$ cat config.mk
export PLATFORM = sky130hd
export DESIGN_NAME = wb_arbiter
export DESIGN_NICKNAME = d
export VERILOG_FILES = /design/src/rtl/core_defs_pkg.sv /design/src/rtl/wb_load_ext.sv /design/src/rtl/wb_arbiter.sv
export SDC_FILE = /design/constraint.sdc
export NUM_CORES = 1
export LEC_CHECK = 0
export BUFFER_PORTS_ARGS = -buffer_cell sky130_fd_sc_hd__buf_2
export CAP_MARGIN = 15
export CORE_MARGIN = 2
export CORE_UTILIZATION = 55
export DETAILED_ROUTE_END_ITERATION = 8
export HOLD_SLACK_MARGIN = 0.03
export PLACE_DENSITY_LB_ADDON = 0.08
export SETUP_SLACK_MARGIN = 0.05
export SLEW_MARGIN = 20
export SYNTH_ARGS = -nofsm -noshare
export SYNTH_HDL_FRONTEND = slang
export SYNTH_SLANG_ARGS = --single-unit
export TNS_END_PERCENT = 50
$ cat constraint.sdc
create_clock -name clk -period 12.4 [get_ports clk]
set_input_delay 0.62 -clock clk [delete_from_list [all_inputs] [get_ports clk]]
set_output_delay 0.62 -clock clk [all_outputs]
set_load 0.02 [all_outputs]
$ cat src/rtl/core_defs_pkg.sv
// Shared core definitions: datapath width, register address width, load funct3
// encodings and the load byte-shift helper.
package core_defs;

  localparam int unsigned XLEN   = 64;
  localparam int unsigned REG_AW = 5;

  localparam logic [2:0] F3_LB  = 3'b000;
  localparam logic [2:0] F3_LH  = 3'b001;
  localparam logic [2:0] F3_LW  = 3'b010;
  localparam logic [2:0] F3_LD  = 3'b011;
  localparam logic [2:0] F3_LBU = 3'b100;
  localparam logic [2:0] F3_LHU = 3'b101;
  localparam logic [2:0] F3_LWU = 3'b110;

  // Right-shift amount that brings the addressed element down to bit 0.
  function automatic logic [5:0] load_shamt(input logic [2:0] f3, input logic [2:0] off);
    logic [5:0] sh;
    case (f3)
      F3_LB, F3_LBU: sh = {off, 3'b000};
      F3_LH, F3_LHU: sh = {off[2:1], 4'b0000};
      F3_LW, F3_LWU: sh = {off[2], 5'b00000};
      default:       sh = 6'd0;
    endcase
    return sh;
  endfunction

endpackage

$ cat src/rtl/wb_load_ext.sv
// Combinational load extractor: selects the addressed byte/half/word from the raw
// doubleword and sign- or zero-extends it to XLEN.
module wb_load_ext
  import core_defs::*;
#(
  parameter int unsigned XLEN = core_defs::XLEN
) (
  input  logic [XLEN-1:0] i_raw,
  input  logic [2:0]      i_funct3,
  input  logic [2:0]      i_off,
  output logic [XLEN-1:0] o_data
);

  logic [XLEN-1:0] w_sh;

  assign w_sh = i_raw >> load_shamt(i_funct3, i_off);

  always_comb begin
    o_data = w_sh;
    case (i_funct3)
      F3_LB:   o_data = {{(XLEN-8){w_sh[7]}},   w_sh[7:0]};
      F3_LH:   o_data = {{(XLEN-16){w_sh[15]}}, w_sh[15:0]};
      F3_LW:   o_data = {{(XLEN-32){w_sh[31]}}, w_sh[31:0]};
      F3_LBU:  o_data = {{(XLEN-8){1'b0}},      w_sh[7:0]};
      F3_LHU:  o_data = {{(XLEN-16){1'b0}},     w_sh[15:0]};
      F3_LWU:  o_data = {{(XLEN-32){1'b0}},     w_sh[31:0]};
      default: o_data = w_sh;
    endcase
  end

endmodule

$ cat src/rtl/wb_arbiter.sv
// Writeback arbiter: merges ALU results and queued load returns onto one register-file
// write port, keeping write-after-write order per register. Optional: WB_RETIRE_CNT_EN.
module wb_arbiter
  import core_defs::*;
#(
  parameter int unsigned XLEN  = core_defs::XLEN,
  parameter int unsigned DEPTH = 2
) (
  input  logic              clk,
  input  logic              rst,
  input  logic              alu_valid,
  input  logic [REG_AW-1:0] alu_rd,
  input  logic [XLEN-1:0]   alu_data,
  output logic              alu_ready,
  input  logic              ld_valid,
  input  logic [REG_AW-1:0] ld_rd,
  input  logic [XLEN-1:0]   ld_raw,
  input  logic [2:0]        ld_funct3,
  input  logic [2:0]        ld_off,
  output logic              ld_ready,
  output logic              rf_we,
  output logic [REG_AW-1:0] rf_a3,
  output logic [XLEN-1:0]   rf_wd,
  output logic              busy
`ifdef WB_RETIRE_CNT_EN
  ,
  output logic [63:0]       retire_cnt
`endif
);

  localparam int unsigned PW = (DEPTH > 1) ? $clog2(DEPTH) : 1;
  localparam int unsigned CW = $clog2(DEPTH + 1);

  logic [REG_AW-1:0] r_q_rd   [DEPTH];
  logic [XLEN-1:0]   r_q_data [DEPTH];
  logic [DEPTH-1:0]  r_q_vld;
  logic [PW-1:0]     r_wptr;
  logic [PW-1:0]     r_rptr;
  logic [CW-1:0]     r_count;

  logic              r_rf_we;
  logic [REG_AW-1:0] r_rf_a3;
  logic [XLEN-1:0]   r_rf_wd;

  logic [XLEN-1:0]   w_ext;
  logic              w_full;
  logic              w_empty;
  logic              w_alu_zero;
  logic              w_conflict;
  logic              w_alu_wr;
  logic              w_push;
  logic              w_pop;

  wb_load_ext #(.XLEN(XLEN)) u_ext (
    .i_raw    (ld_raw),
    .i_funct3 (ld_funct3),
    .i_off    (ld_off),
    .o_data   (w_ext)
  );

  assign w_full     = (r_count == CW'(DEPTH));
  assign w_empty    = (r_count == '0);
  assign w_alu_zero = (alu_rd == '0);

  // An ALU write must not overtake an older queued load to the same register.
  always_comb begin
    w_conflict = 1'b0;
    for (int unsigned i = 0; i < DEPTH; i++) begin
      if (r_q_vld[PW'(i)] && (r_q_rd[PW'(i)] == alu_rd)) w_conflict = 1'b1;
    end
    if (w_alu_zero) w_conflict = 1'b0;
  end

  // x0 results never touch the write port, so they are taken without waiting.
  assign w_alu_wr  = alu_valid && !w_alu_zero && !w_full && !w_conflict;
  assign alu_ready = alu_valid && (w_alu_zero || (!w_full && !w_conflict));
  assign ld_ready  = !w_full;
  assign w_push    = ld_valid && !w_full && (ld_rd != '0);
  assign w_pop     = !w_empty && !w_alu_wr;
  assign busy      = !w_empty;

  always_ff @(posedge clk or posedge rst) begin
    if (rst) begin
      r_wptr  <= '0;
      r_rptr  <= '0;
      r_count <= '0;
      r_q_vld <= '0;
    end else begin
      if (w_push) r_wptr <= r_wptr + PW'(1);
      if (w_pop)  r_rptr <= r_rptr + PW'(1);
      case ({w_push, w_pop})
        2'b10:   r_count <= r_count + CW'(1);
        2'b01:   r_count <= r_count - CW'(1);
        default: r_count <= r_count;
      endcase
      if (w_pop)  r_q_vld[r_rptr] <= 1'b0;
      if (w_push) r_q_vld[r_wptr] <= 1'b1;
    end
  end

  // Payload storage needs no reset; r_q_vld qualifies every entry.
  always_ff @(posedge clk) begin
    if (w_push) begin
      r_q_rd[r_wptr]   <= ld_rd;
      r_q_data[r_wptr] <= w_ext;
    end
  end

  always_ff @(posedge clk or posedge rst) begin
    if (rst) begin
      r_rf_we <= 1'b0;
      r_rf_a3 <= '0;
      r_rf_wd <= '0;
    end else begin
      r_rf_we <= w_alu_wr || w_pop;
      if (w_alu_wr) begin
        r_rf_a3 <= alu_rd;
        r_rf_wd <= alu_data;
      end else if (w_pop) begin
        r_rf_a3 <= r_q_rd[r_rptr];
        r_rf_wd <= r_q_data[r_rptr];
      end
    end
  end

  assign rf_we = r_rf_we;
  assign rf_a3 = r_rf_a3;
  assign rf_wd = r_rf_wd;

`ifdef WB_RETIRE_CNT_EN
  logic [63:0] r_retire_cnt;

  always_ff @(posedge clk or posedge rst) begin
    if (rst) r_retire_cnt <= '0;
    else     r_retire_cnt <= r_retire_cnt + 64'(r_rf_we);
  end

  assign retire_cnt = r_retire_cnt;
`endif

endmodule

Word level (Yosys, flattened, before mapping)
Memory sizes are Yosys's and may differ from the RTL's.
Cells that the tools add are included.
{"block": "op_classes", "add_sub_neg": 4, "order_cmp": 4, "n_eq_ne": 10, "n_shift": 1, "n_mux": 18, "bitwise_logic": 3, "reduce_logical": 28}
{"cell": "$pmux W64 S6", "n": 1}
{"cell": "$mux W64", "n": 2}
{"cell": "$shr A64 B6 Y64", "n": 1}
{"cell": "$pmux W6 S3", "n": 1}
{"cell": "$logic_and A1 B1 Y1", "n": 12}
{"cell": "$eq A5 B5 Y1", "n": 2}
{"cell": "$mux W5", "n": 2}
{"cell": "$eq A3 B3 Y1 const B", "n": 3}
{"cell": "$mux W1", "n": 7}
{"cell": "$reduce_or A2 Y1", "n": 3}
{"cell": "$logic_not A1 Y1", "n": 5}
{"cell": "$logic_not A5 Y1", "n": 1}
{"cell": "$reduce_bool A5 Y1", "n": 1}
{"cell": "$eq A2 B2 Y1 const B", "n": 2}
{"cell": "$lt A1 B2 Y1 const B", "n": 2}
{"cell": "$mux W2", "n": 2}
{"cell": "$pmux W2 S2", "n": 1}
{"cell": "$reduce_bool A2 Y1", "n": 2}
{"cell": "$eq A3 B1 Y1 const B", "n": 1}
{"cell": "$eq A3 B2 Y1 const B", "n": 1}
{"cell": "$logic_not A3 Y1", "n": 1}
{"cell": "$add A1 B1 Y1 const B", "n": 2}
{"cell": "$add A2 B1 Y2 const B", "n": 1}
{"cell": "$and A2 B2 Y2", "n": 1}
{"cell": "other kinds (8)", "n": 11}
{"block": "totals", "ff_bits": 76, "ramBits": 138, "input_bits": 148, "out_inout_bits": 73, "elab_cells": 77, "memories": 2}
{"memory": "r_q_data", "words": 2, "width": 64, "rd": 1, "rd_ports_with_merged_regs": 0, "write_ports": 1, "line": "wb_arbiter.sv:35", "rtl": "logic [XLEN-1:0] r_q_data [DEPTH];"}
{"memory": "r_q_rd", "words": 2, "width": 5, "rd": 3, "rd_ports_with_merged_regs": 0, "write_ports": 1, "line": "wb_arbiter.sv:34", "rtl": "logic [REG_AW-1:0] r_q_rd [DEPTH];"}

Longest topological paths before layout
Gate-level depths: netlist of run 1.
{"block": "depth", "ltp_word": 12, "mapped_depth": 9, "ltp_nobuf": 8}

By module
A second synthesis of run 1 with hierarchy kept.
{"block": "hier_totals", "hier_cells": 860, "hier_area_um2": 10322.4}
{"module": "wb_arbiter", "instances": 1, "cells_per_inst": 518, "area_each_um2": 8498.2, "seq_area_each_um2": 6045.8}
{"module": "wb_load_ext", "instances": 1, "cells_per_inst": 342, "area_each_um2": 1824.2, "seq_area_each_um2": 0.0}

Least setup slack after synthesis of run 1
OpenSTA, ideal clock, no wires.
{"block": "synth_path", "path_kind": "register -> register", "from": "register r_count[0]", "to": "register r_q_vld[0]", "setup_ns": 0.079, "t_arrival_ns": 4.319, "required_ns": 12.321, "slack_ns": 8.002, "path_stages_with_launch": 6, "path_buffers": 0, "period_less_slack_ns": 4.398, "path_cell_list": "dfrtp_1 nand2b_1 o211ai_1 nor2_1 or3_1 o22a_1"}
{"block": "synth_between", "elab_chain_len": 9, "elab_cells_between_ends": 13, "cone_classes": "eq/ne: 1; mux: 2; bitwise: 1; reduce/logical: 9"}
{"item": "start: declaration", "line": "wb_arbiter.sv:39", "rtl": "logic [CW-1:0] r_count;"}
{"item": "start signal: assignment", "line": "wb_arbiter.sv:92", "rtl": "2'b10: r_count <= r_count + CW'(1);"}
{"item": "start signal: assignment", "line": "wb_arbiter.sv:93", "rtl": "2'b01: r_count <= r_count - CW'(1);"}
{"item": "start signal: assignment", "line": "wb_arbiter.sv:94", "rtl": "default: r_count <= r_count;"}
{"item": "$eq A2 B2 Y1 (*)", "line": "wb_arbiter.sv:61", "rtl": "assign w_full = (r_count == CW'(DEPTH));"}
{"item": "$logic_not A1 Y1 (*)"}
{"item": "net ld_ready", "line": "wb_arbiter.sv:20", "rtl": "output logic ld_ready,"}
{"item": "$logic_and A1 B1 Y1 (2 in a row)", "line": "wb_arbiter.sv:75", "rtl": "assign w_alu_wr = alu_valid && !w_alu_zero && !w_full && !w_conflict;"}
{"item": "$logic_not A1 Y1", "line": "wb_arbiter.sv:79", "rtl": "assign w_pop = !w_empty && !w_alu_wr;"}
{"item": "$logic_and A1 B1 Y1", "line": "wb_arbiter.sv:79"}
{"item": "$mux W2", "line": "wb_arbiter.sv:96", "rtl": "if (w_pop) r_q_vld[r_rptr] <= 1'b0;"}
{"item": "$or A2 B2 Y2 (no source line)"}
{"item": "$mux W2 (*)", "line": "wb_arbiter.sv:97", "rtl": "if (w_push) r_q_vld[r_wptr] <= 1'b1;"}
{"item": "end signal: assignment", "line": "wb_arbiter.sv:87", "rtl": "r_q_vld <= '0;"}
{"item": "end signal: indexed assignment", "line": "wb_arbiter.sv:96"}
{"item": "end signal: indexed assignment", "line": "wb_arbiter.sv:97"}
{"item": "end: declaration", "line": "wb_arbiter.sv:36", "rtl": "logic [DEPTH-1:0] r_q_vld;"}
Mark *: on every way through the listed nets, which the timed path passes. The rest lies on a longest branch.
A chain may end at the register's enable or synchronous reset.

Final worst setup path of run 1
{"block": "layout_path", "from": "input ld_funct3[0]", "to": "memory r_q_data[1][24], data pin"}
{"block": "layout_between", "elab_chain_len": 5, "elab_cells_between_ends": 12, "cone_classes": "eq/ne: 5; shift: 1; mux: 2; reduce/logical: 4"}
{"item": "start: declaration", "line": "wb_arbiter.sv:18", "rtl": "input logic [2:0] ld_funct3,"}
{"item": "$eq A3 B2 Y1, or another cell as far along", "line": "core_defs_pkg.sv:19, wb_load_ext.sv:20"}
{"item": "$reduce_or A2 Y1", "line": "core_defs_pkg.sv:19", "rtl": "case (f3)"}
{"item": "$pmux W6 S3", "line": "core_defs_pkg.sv:19"}
{"item": "$shr A64 B6 Y64", "line": "wb_load_ext.sv:16", "rtl": "assign w_sh = i_raw >> load_shamt(i_funct3, i_off);"}
{"item": "$pmux W64 S6 (*)", "line": "wb_load_ext.sv:20", "rtl": "case (i_funct3)"}
{"item": "net u_ext.o_data[24]", "line": "wb_load_ext.sv:11", "rtl": "output logic [XLEN-1:0] o_data"}
{"item": "end: declaration", "line": "wb_arbiter.sv:35"}
Marked as above.

==> results of run 1 <==
[per-layer routing]
layer / up-vias / track usage / routed length [um]
met5: - / 0 / 9
met4: 2 / 0.0702 / 629
met3: 49 / 0.0377 / 1740
met2: 276 / 0.435 / 13300
met1: 3708 / 0.360 / 11600
li1: 3586 / - / -
[placed cells by master, fill, tap and decap left out, types with 2 or more instances in the layout]
master,instances
clkbuf_1,2
mux2_4,67
dfrtp_1,75
buf_4,11
clkbuf_8,3
and3_1,4
nand2b_1,6
mux4_2,12
a21oi_1,48
xor2_1,6
nor2_4,3
clkbuf_16,25
or4_1,2
o31ai_1,2
clkinv_2,5
nand3_1,9
o21ai_0,130
xnor2_1,9
inv_1,8
a221oi_1,2
a32o_1,2
mux2i_1,92
edfxtp_1,138
clkinv_1,3
nor3_1,7
mux2_2,2
nor2b_1,3
buf_2,220
bufinv_16,5
nor2_1,13
o22a_1,2
nand2_1,127
o211ai_1,9
[flip-flops by register name, summed over array words and instances (netlist names)]
| name | flops |
|---|---|
| r_q_vld | 2 |
| r_q_data | 128 |
| r_q_rd | 10 |
| r_count | 2 |
| rf_wd | 64 |
| r_wptr | 1 |
| rf_a3 | 5 |
| rf_we | 1 |
| r_rptr | 1 |
[worst max-delay path: stages]
cell and delay, ns:
buf_2 0.69, or3b_2 0.71, nor3_1 0.19, o31ai_1 0.44, o2111ai_4 0.33, buf_4 0.36, o21ai_0 0.19
[area by class of cell]
type	count	area share
Sequential cell	214	0.471
Clock inverter	14	0.0154
Clock buffer	30	0.0525
Tap cell	265	0.0258
Inverter	9	0.00273
Timing Repair Buffer	232	0.0930
Multi-Input combinational cell	583	0.340
[through the flow]
step	total power, W	hold WS [ns]
6_report	0.00307	0.315
5_1_grt	0.00324	0.308
4_1_cts	0.00309	0.310
3_5_place_dp	0.00231	0.500
3_3_place_gp	0.00228	0.494
2_1_floorplan	0.00202	0.465
[kinds of logic (layout without fill, tap and decap cells)]
kind of cell | Yosys count | in the layout
buffers and inverters | 76 | 285
AO/OA/AOI/OAI | 209 | 209
AND/OR/NAND/NOR | 185 | 185
multiplexers | 173 | 173
flip-flops | 214 | 214
adder cells (fa/ha/maj) | 1 | 1
XOR/XNOR | 15 | 15
[final timing paths]
path	start	end	slack (ns)	cells past startpoint
setup / recovery	ld_funct3[0]	r_q_data[1][24]	9.13	7
hold / removal	rst	rf_a3[1]	0.31	3
setup reg to reg	r_q_rd[0][0]	rf_a3[4]	9.63	6
hold reg to reg	r_q_vld[1]	r_q_vld[1]	0.51	1
max in group asynchronous	rst	r_rptr	11.54	3
min in group clk	ld_rd[0]	r_q_rd[0][0]	0.32	1
[power by group through the flow]
stage	clock (W)	combinational, W	sequential [W]
floorplan	0	0.000739	0.00128
global placement	0	0.00113	0.00116
detailed placement	0	0.00115	0.00116
CTS	0.000780	0.00116	0.00115
global route	0.000813	0.00125	0.00118
finish	0.000773	0.00114	0.00115
==> flow_metrics.tcl, run 1 <==
set metrics [dict create \
    status "finished, final reports clean" \
    postLayoutCellArea_mm2 0.0128 \
    grt_setup_unrepaired "no" \
    die_x_um 144 \
    post-cts-setup-buffers 0 \
    grt_max_degree 81 \
    synth_compound_area_frac 0.106 \
    root_buffer "clkbuf_16" \
    synth_edf_count 138 \
    critical_path_arrival_ns 3.57 \
    synth_seq_cells 214 \
    final_cells 1347 \
    post-synth-top-area-cell "edfxtp_1" \
    p_switching_w 0.00104 \
    criticalPathCategory "primary input to flop" \
    irDropWorstVdd_v 0.000133 \
    maxCapViolations 0 \
    gr-total-overflow 0 \
    nFillCells 1512 \
    setup_viol 0 \
    p_leak_nw 5.47 \
    dr.pass1.iters 5 \
    p_int_w 0.00202 \
    finalCritPeriodShare 0.263 \
    dpl.hpwl_um 18700 \
    combPwrFrac 0.373 \
    grt_pass1_vias 7511 \
    antenna_found_initial 1 \
    h-tree-depth 1 \
    pwr-share-clk 0.252 \
    wire_per_inst_um 20.2 \
    synth-simple-area-share 0.0732 \
    dpl-instance-area_mm2 0.0120 \
    fp-row-count 51 \
    clk_pin_slew_worst_paths_ns 0.06 \
    end_kind "flop" \
    synth_nets 1022 \
    cts_inserted_buffers 24 \
    synth_top_area_frac 0.384 \
    ys_seq_area_frac 0.560 \
    synth_top_cells_by_count "edfxtp_1, o21ai_0, nand2_1, mux2i_1, dfrtp_1" \
    ctsResizeCount 0 \
    fin_skew_ns 0.0145 \
    synth_ff_type "edfxtp_1" \
    fin_tns_setup_ns 0 \
    clockBufferDepth 3 \
    drt_wl_total_um 27300 \
    finalHoldViolCount 0 \
    post_drt_via_cell_ratio 5.66 \
    drive_above_1_share 0.337 \
    pre_cts_ws_ns 8.44 \
    critPathRequiredTime_ns 12.71 \
    dp_cells 1303 \
    antenna_cells 0 \
    die_area_mm2 0.0208 \
    synth.distinct_cells 54 \
    power_switching_share 0.340 \
    yosys_warnings 0 \
    synth_top_family_by_area "multiplexers" \
    fmax_mhz 306 \
    worstSkewPairLatency_ns 0.51 \
    drc 0 \
    final.min_clock_period_ns 3.27 \
    path_max_fanout 49 \
    final_nets 1213 \
    synthCells 873 \
    fp.coreArea_mm2 0.0193 \
    vias 7621 \
    io_buffers 220 \
    grt_pass1_wl_um 41500 \
    track_usage 0.261 \
    slew_violations 0 \
    critPathLaunchType "primary input" \
    synth_fa_ha_area_frac 0.00116 \
    gp_congestion 0.894 \
    powerDensity_mw_per_mm2 239 \
    muxShareOfSynthArea 0.206 \
    multi_input_area_mm2 0.00436 \
    worst_slack_ns 9.13 \
    slew-limit-headroom 0.349 \
    cts_sinks 214 \
    register_area_mm2 0.00605 \
    syn_to_final_growth_pct 18.9 \
    worst_pin_slew_ns 0.977 \
    initial_core_util 0.559 \
    ctsHoldBuffers 0 \
    syn_area_mm2 0.0108 \
    synth-async-reset-ratio 0.355 \
    yosysMostFrequentCell "edfxtp_1" \
    synth.area.top_cells "edfxtp_1, dfrtp_1, mux2_4" \
    cts_tree "yes" \
    die_h_um 144 \
    final_util 0.664 \
    io_pins 221 \
    dr.first_iter.drc_count 593 \
    postRouteAntennaNets 0 \
    syn_avg_cell_area_um2 12.4 \
    hp-class "primary input to async pin" \
    synth_xor_area_frac 0.0122 \
    seq_power_share 0.375 \
]
(Power assumes the default switching activity.)
==> inputs of run 2 (changes only) <==
clock period = 3.1 ns   (was 12.4 ns; I/O delays follow)
==> run 2 against run 1 <==
  * Critical path depth is the same
  * Sequential power grew to 4.0 times the previous value
  * Sequential share of layout area shrank 2.9 points
  * Register-to-register slack worse by 9.0 ns
  * Via count rose by 5.3%
  * Cell area grew 6.6%
  * Clock power rose to 3.8 times the previous value
  * Non-clock buffer count grew 89
  * Flip-flop and latch count unchanged
  * Global-route usage increased by 1.4 points
  * Die area stayed put
==> flow_metrics.tcl, run 2 (same netlist as run 1, synthesis figures left out) <==
set metrics [dict create \
    track_usage 0.274 \
    p_leak_nw 5.84 \
    die_h_um 144 \
    layout_commonest_cell "buf_2" \
    end_kind "flop" \
    dpl-instance-area_mm2 0.0121 \
    grt_pass1_vias 7954 \
    powerDensity_mw_per_mm2 894 \
    dr.first_iter.drc_count 709 \
    maxCapViolations 0 \
    irDropWorstVdd_v 0.000656 \
    post_drt_via_cell_ratio 5.58 \
    drive_above_1_share 0.321 \
    ctsResizeCount 0 \
    cts_inserted_buffers 24 \
    vias 8028 \
    r2r-start "r_count[0]" \
    postLayoutCellArea_mm2 0.0137 \
    cts_tree "yes" \
    critPathRequiredTime_ns 3.50 \
    criticalPathCategory "primary input to flop" \
    die_x_um 144 \
    crit_family "buffers and inverters" \
    h-tree-depth 1 \
    worst-path-buf-inv 3 \
    io_pins 221 \
    largest-register "r_q_data" \
    rr_endpoint "r_q_data[0][37]" \
    reg2reg_depth 4 \
    initial_core_util 0.559 \
    final_nets 1302 \
    cp-startpoint "ld_rd[0]" \
    fp-row-count 51 \
    io_buffers 220 \
    hp-class "primary input to flop" \
    finalHoldViolCount 0 \
    fin_tns_setup_ns 0 \
    clk_pin_slew_worst_paths_ns 0.06 \
    fin_skew_ns 0.0198 \
    grt_max_degree 66 \
    finalCritPeriodShare 0.798 \
    critPathLaunchType "primary input" \
    slew_violations 0 \
    grt_setup_unrepaired "no" \
    post-cts-setup-buffers 0 \
    r2r_setup_slack_ns 0.65 \
    final.min_clock_period_ns 2.47 \
    path_cells "dlygate4sd3_1 > buf_2 > or4_1 > o211ai_1 > nor2_4 > buf_4 > o22a_1" \
    ctsHoldBuffers 75 \
    syn_to_final_growth_pct 26.8 \
    cpPeakStageDelay_ns 0.62 \
    drt_wl_total_um 28500 \
    cts_sinks 214 \
    status "finished, final reports clean" \
    critical_path_arrival_ns 2.88 \
    nFillCells 1404 \
    gp_congestion 0.926 \
    setup_viol 0 \
    wire_per_inst_um 19.8 \
    clockBufferDepth 3 \
    die_area_mm2 0.0208 \
    antenna_found_initial 3 \
    layout_common_cells "buf_2, edfxtp_1, o21ai_0" \
    postRouteAntennaNets 0 \
    largest_register_ffs 128 \
    final_util 0.708 \
    crit_end "r_q_vld[0]" \
    fmax_mhz 404 \
    crit_cells 7 \
    slew-limit-headroom 0.382 \
    path_max_fanout 65 \
    dpl.hpwl_um 19400 \
    gr-total-overflow 0 \
    root_buffer "clkbuf_16" \
    cp_slowest_cell "o211ai_1" \
    worst_pin_slew_ns 0.927 \
    drc 0 \
    grt_pass1_wl_um 43500 \
    worstSkewPairLatency_ns 0.52 \
    dr.pass1.iters 6 \
    fp.coreArea_mm2 0.0193 \
]
[run 2: cell count changes in the layout (fill, tap and decap cells not counted), moves of 2 or more]
| cell | before | now |
|---|---|---|
| clkbuf_8 | 3 | 5 |
| clkinv_1 | 3 | 1 |
| clkbuf_1 | 2 | 6 |
| bufinv_16 | 5 | 2 |
| dlygate4sd3_1 | 0 | 75 |
| diode_2 | 0 | 2 |
| buf_12 | 0 | 4 |
| buf_4 | 11 | 22 |
[run 2: where the power goes]
group,leakage [nW],switching (W),internal (W)
Sequential,2.20,0.000459,0.00412
Clock,0.403,0.00113,0.00177
Combinational,3.24,0.00261,0.00214
[run 2: final cells by class]
type	count	area [um^2]	area share
flip-flops and latches	214	6050	0.442
inverters	9	35.0	0.00256
well taps	265	332	0.0242
diodes	2	5.00	0.000366
clock inverters	8	100	0.00731
multi-input cells	583	4350	0.318
repair buffers	321	2100	0.153
clock buffers	36	717	0.0524
[run 2: how the worst min path moves through the flow]
stage	start	to	slack, ns	cells after the start
2_1_floorplan	ld_rd[0]	r_q_rd[0][0]	0.25	0
3_3_place_gp	rst	r_rptr	0.28	2
3_5_place_dp	rst	r_rptr	0.29	2
4_1_cts	ld_raw[62]	r_q_data[0][30]	0.08	3
5_1_grt	ld_raw[62]	r_q_data[1][30]	0.13	3
6_report	ld_raw[62]	r_q_data[1][30]	0.1	3
[run 2: per-stage QoR]
stage | power (W) | setup WS (ns) | instances | hold slack (ns)
after floorplan | 0.00806 | -0.129 | 873 | 0.254
after global placement | 0.00922 | 0.698 | 1317 | 0.279
after global routing | 0.0129 | 0.504 | 1437 | 0.133
after detailed placement | 0.00931 | 0.629 | 1317 | 0.288
final | 0.0122 | 0.625 | 1438 | 0.0997
after CTS | 0.0123 | 0.608 | 1436 | 0.0803
[run 2: tightest hold or removal path: stages]
cell and delay, ns:
buf_2 0.13, o211ai_1 0.11, nand2_1 0.10
[run 2: metal layers]
layer,share of wire,wire length [um],vias up,track usage
met5,0.00028,8,-,0
li1,-,-,3776,-
met3,0.071,2010,60,0.0440
met2,0.48,13600,327,0.447
met1,0.43,12200,3863,0.386
met4,0.024,681,2,0.0728
